## src/rtl/modn_down_ctr.sv

```systemverilog
// Loadable mod-N down-counter with valid/ready start-value load, count enable,
// synchronous abort and optional auto-reload after the terminal-count pulse.
module modn_down_ctr #(
  parameter int N     = 10,
  parameter int WIDTH = 4
) (
  input  logic             clk,
  input  logic             rst,          // asynchronous, active-low
  input  logic             en,
  input  logic             abort,
  input  logic             auto_reload,
  input  logic             load_valid,
  input  logic [WIDTH-1:0] load_value,
  output logic             load_ready,
  output logic [WIDTH-1:0] out,
  output logic             busy,
  output logic             tc
);

  typedef enum logic {
    IDLE = 1'b0,
    RUN  = 1'b1
  } state_t;

  localparam logic [WIDTH-1:0] MAX_VAL = WIDTH'(N - 1);

  state_t           state_q, state_d;
  logic [WIDTH-1:0] out_q, out_d;
  logic [WIDTH-1:0] reload_q, reload_d;
  logic             tc_q, tc_d;

  // Out-of-range start values saturate at the top legal count.
  function automatic logic [WIDTH-1:0] clamp(input logic [WIDTH-1:0] v);
    return (v > MAX_VAL) ? MAX_VAL : v;
  endfunction

  // State and datapath registers; reset returns to IDLE with a zero count.
  always_ff @(posedge clk or negedge rst) begin
    if (!rst) begin
      state_q  <= IDLE;
      out_q    <= '0;
      reload_q <= '0;
      tc_q     <= 1'b0;
    end else begin
      state_q  <= state_d;
      out_q    <= out_d;
      reload_q <= reload_d;
      tc_q     <= tc_d;
    end
  end

  // Next state: abort beats counting, counting beats loading; tc defaults low.
  always_comb begin
    state_d  = state_q;
    out_d    = out_q;
    reload_d = reload_q;
    tc_d     = 1'b0;
    if (abort) begin
      state_d = IDLE;
      out_d   = '0;
    end else begin
      case (state_q)
        IDLE: begin
          if (load_valid) begin
            out_d    = clamp(load_value);
            reload_d = clamp(load_value);
            state_d  = RUN;
          end
        end
        RUN: begin
          if (en) begin
            if (out_q != '0) begin
              out_d = out_q - WIDTH'(1);
            end else begin
              // Terminal edge: auto_reload is only looked at here.
              tc_d = 1'b1;
              if (auto_reload) begin
                out_d = reload_q;
              end else begin
                state_d = IDLE;
              end
            end
          end
        end
        default: state_d = IDLE;
      endcase
    end
  end

  // Handshake and status are decoded straight from the state register.
  assign load_ready = (state_q == IDLE);
  assign busy       = (state_q == RUN);
  assign out        = out_q;
  assign tc         = tc_q;

endmodule

```

## config.mk

```make
export PLATFORM = sky130hd
export DESIGN_NAME = modn_down_ctr
export DESIGN_NICKNAME = d
export VERILOG_FILES = /design/src/rtl/modn_down_ctr.sv
export SDC_FILE = /design/constraint.sdc
export NUM_CORES = 1
export LEC_CHECK = 0
export ABC_CLOCK_PERIOD_IN_PS = 2540
export CORE_MARGIN = 1.5
export CORE_UTILIZATION = 45
export CTS_CLUSTER_DIAMETER = 120
export DETAILED_ROUTE_END_ITERATION = 6
export PLACE_DENSITY = 0.76
export SLEW_MARGIN = 20
export SYNTH_ARGS = -nofsm -noshare
export SYNTH_HDL_FRONTEND = slang
export SYNTH_SLANG_ARGS = --single-unit
export TNS_END_PERCENT = 100
```

## constraint.sdc

```tcl
create_clock -name clk -period 2.54 [get_ports clk]
set_input_delay 0.254 -clock clk [delete_from_list [all_inputs] [get_ports clk]]
set_output_delay 0.254 -clock clk [all_outputs]
set_load 0.01 [all_outputs]
```

* After elaboration in Yosys (flattened, before gate mapping) *
Cells that the tools add are included.

word-level totals
  flip-flop bits (word level) = 10
  output and inout port bits = 7
  input bits = 10

cells by class
  bitwise gates (word level) = 2
  add/subtract/negate cells = 1
  reductions and logical operators = 3
  mux-type cells = 17
  equality and inequality tests = 3
  $lt $le $gt $ge = 1

operators with widths
  operator                                               count
  two-way mux 4 bit                                      6
  two-way mux 1 bit                                      9
  case mux 4 bit (2 select lines)                        1
  != test 3 bit (second input constant)                  2
  AND reduction 3 bit                                    2
  greater-than comparator 4 bit (second input constant)  1
  != test 4 x 3 -> 1 bit (second input constant)         1
  nonzero test 4 bit                                     1
  subtractor 4 x 1 -> 4 bit (second input constant)      1
  inverter 1 bit                                         2
  case mux 1 bit (2 select lines)                        1

* Logic depth before layout (Yosys ltp) *
  depth after elaboration = 5
  gate-level depth with buffers = 6
  mapped depth without buffers = 6

* Worst setup path after synthesis *
OpenSTA, ideal clock, no wires.

  path kind = flip-flop to flip-flop
  start = register out_q[0], in the netlist out[0]
  end = register out_q[1], in the netlist out[1]
  period minus slack after synthesis = 1.671 ns
  required time = 2.413 ns
  arrival time = 1.544 ns
  library setup time = 0.127 ns
  stages on the path, launching flop included = 7
  slack = 0.869 ns
  path buffers = 0
  cell sequence = dfrtp_1 -> inv_1 -> ha_1 -> nor3b_1 -> nor3_1 -> a311oi_1 -> o2bb2ai_1

on the way
  cells in the longest elaborated chain, start to end = 5
  elaborated cells on any way between the ends = 8

ends and longest elaborated chain
  element                                                          line    RTL
  start: declaration                                               28      logic [WIDTH-1:0] out_q, out_d;
  start signal: assignment                                         46      out_q <= out_d;
  subtractor 4 x 1 -> 4 bit or nonzero test 4 bit (tied branches)  73, 72
  two-way mux 4 bit                                                72      if (out_q != '0) begin
  two-way mux 4 bit                                                71      if (en) begin
  case mux 4 bit (2 select lines)                                  62      case (state_q)
  two-way mux 4 bit                                                58      if (abort) begin

Several ways; a longest one is shown, not always the timed one. The select of a mux whose other input is x is not followed.
A chain may end at the register's enable or synchronous reset.

* Final worst setup path *
Ends and elaborated chain as after synthesis.

==> metrics.txt <==
status=completed; ANT nets after route=0; Syn Area/Cell=9.35 µm²; share of synthesized registers carrying an async set or reset=100%; total gr overflow=0; vias in the first global route=494; CTS tree=done; routed via count=568; drt wl/cell=14.3 µm; height of the die=40.0 µm; largest net degree at the start of global routing=15; H-tree depth=1; # hold bufs at CTS=0; Tmin final=1.83 ns; register area share after synthesis=40.6%; input/output buffers=16; CTS Buf Count=3; Distinct cells, synth=32; Post-route DRC=0; Horiz. Die Dim=40.0 µm; Detailed Route WL=1.40 mm; Post-CTS Resized=0; clock sink total=10; Hold Vio Cnt, Final=0; dpl hpwl=1.03 mm; initial antenna violation count=0; Worst-Margin Slew=0.641 ns; critical path data required time=2.68 ns; Seq cells post-synth=10; RSZ-0062 raised after global routing=false; WP data arrival=1.97 ns; DR vias/cell=5.80; # diodes=0; highest clock rate=547 MHz; Root Driver=clkbuf_4; post-synthesis cell count=66; Worst Skew=0.00531 ns; Synth Cell Area=617 µm²; Final period util=72.0%; Worst setup SP type=register; Ys Warns=0; clk_lat worst skew=0.26 ns; DR pass1 iterations=4; final setup TNS=0 ns; Fin Hold WS=0.319 ns; first-pass GRT wire length=2.24 mm; P_leak=0.340 nW; ratio of cells with drive above 1 in the final layout=9.64%; CTS clk-pin slew, worst paths=0.06 ns; CTS max path bufs=2; PD cells=553 nW/µm²; Ports=17; GRT Util Overall=21.2%; Max FO, Critical Path=7; Primary FF master, synth=dfrtp_1; reg-to-reg slack, setup=0.71 ns; Net count, final=97; die area=1600 µm²; worst ir drop on vdd=0.000283 V; routability-driven placement congestion ratio=0.825; kind of critical path=register to register; DRT iter0 DRCs=26; max-slew violations=0; Post-CTS Setup Inserts=0; core area=1280 µm²; EDFF count, synth=0; area delta synth->final=30.0%; max-cap violation count=0; initial core utilization=48.0%; crit end category=register; HP Class=input pin to async pin; max_slew headroom=57.2%; setup violators final=0; row count=13; Syn Nets=78
## cell usage in the layout (no fill, tap or decap)
master and n:
mux2_2 1, a41o_1 1, a22o_1 2, a211oi_2 1, o22ai_1 1, o21a_1 1, inv_2 1, a21oi_1 2
nor3b_1 1, or3b_1 1, nand2b_1 2, o41a_2 1, dfrtp_1 10, clkdlybuf4s50_1 16, o22a_1 1, nor4b_2 1
inv_1 5, clkbuf_4 3, xor2_1 1, nor2_1 7, nor4b_1 1, nor3_1 2, o2bb2ai_1 1, a31oi_1 2
a311oi_1 2, ha_1 2, nor4_1 1, o21ai_0 4, nand2_1 6, and2b_1 1, o211ai_1 1, or3_1 1
## per-layer routing
layer	track usage, %	vias up	routed length [µm]
met1	29.4	254	589
met2	32.7	34	694
met5	0	-	0
met3	5.00	2	110
met4	5.17	0	10
li1	-	278	-
## worst max-delay path, cell delays in order, from the launching register on
cell and delay, ns:
dfrtp_1 0.43, inv_1 0.10, ha_1 0.20, nor3b_1 0.56, nor3_1 0.10, a311oi_1 0.22, o2bb2ai_1 0.11
## state kept, by name, indices dropped and copies added (netlist names)
register  cells
out           4
reload_q      4
busy          1
tc            1
## worst paths after layout
check | startpoint | end | cells past startpoint
worst min register to register | reload_q[1] | reload_q[1] | 2
worst max register to register | out[0] | out[1] | 6
min in group clk | reload_q[1] | reload_q[1] | 2
worst max-delay path | out[0] | out[1] | 6
max in group asynchronous | rst | out[3] | 1
worst min-delay path | rst | tc | 1
## per-stage QoR
stage	area [µm²]	total power, W	util (%)	cells	worst slack [ns]
4_1_cts	802	0.000448	62.4	98	0.726
3_5_place_dp	779	0.000338	60.7	95	0.710
2_1_floorplan	617	0.000283	-	66	0.869
3_3_place_gp	779	0.000337	60.7	95	0.699
5_1_grt	802	0.000472	62.4	98	0.580
6_report	802	0.000443	62.4	98	0.710
## synthesized netlist by cell type (2+ instances only)
master,number,area (µm²)
o21ai_0,4,20.0
nand2b_1,2,12.5
nor3_1,2,10.0
ha_1,2,25.0
nor2_1,7,26.3
dfrtp_1,10,250
a31oi_1,2,12.5
nand2_1,6,22.5
a21oi_1,2,10.0
inv_1,5,18.8
a22o_1,2,17.5
a311oi_1,2,17.5
## cells by family (layout without fill, tap and decap cells)
kind of cell / Yosys count / in the layout / synth area share (%)
simple gates: 24 / 24 / 21.3
buf+inv: 8 / 25 / 6.29
compound gates: 20 / 20 / 24.5
fa+ha+maj: 2 / 2 / 4.06
flops: 10 / 10 / 40.6
mux: 1 / 1 / 1.83
xor+xnor: 1 / 1 / 1.42
## final cells by class
| class | instances | area [µm²] |
|---|---|---|
| fill | 111 | 483 |
| multi-input combinational | 48 | 328 |
| sequential | 10 | 250 |
| timing repair buffer | 16 | 160 |
| clock buffer | 3 | 22.5 |
| inverter | 6 | 22.5 |
| tap | 15 | 18.8 |
## where the power goes
| part | internal, W | switching [W] | leakage (nW) | total [W] |
|---|---|---|---|---|
| Sequential | 0.000178 | 0.0000227 | 0.130 | 0.000201 |
| Clock | 0.0000545 | 0.0000501 | 0.0138 | 0.000105 |
| Combinational | 0.0000707 | 0.0000672 | 0.196 | 0.000138 |
No activity file was read; power rests on OpenSTA's default activity.
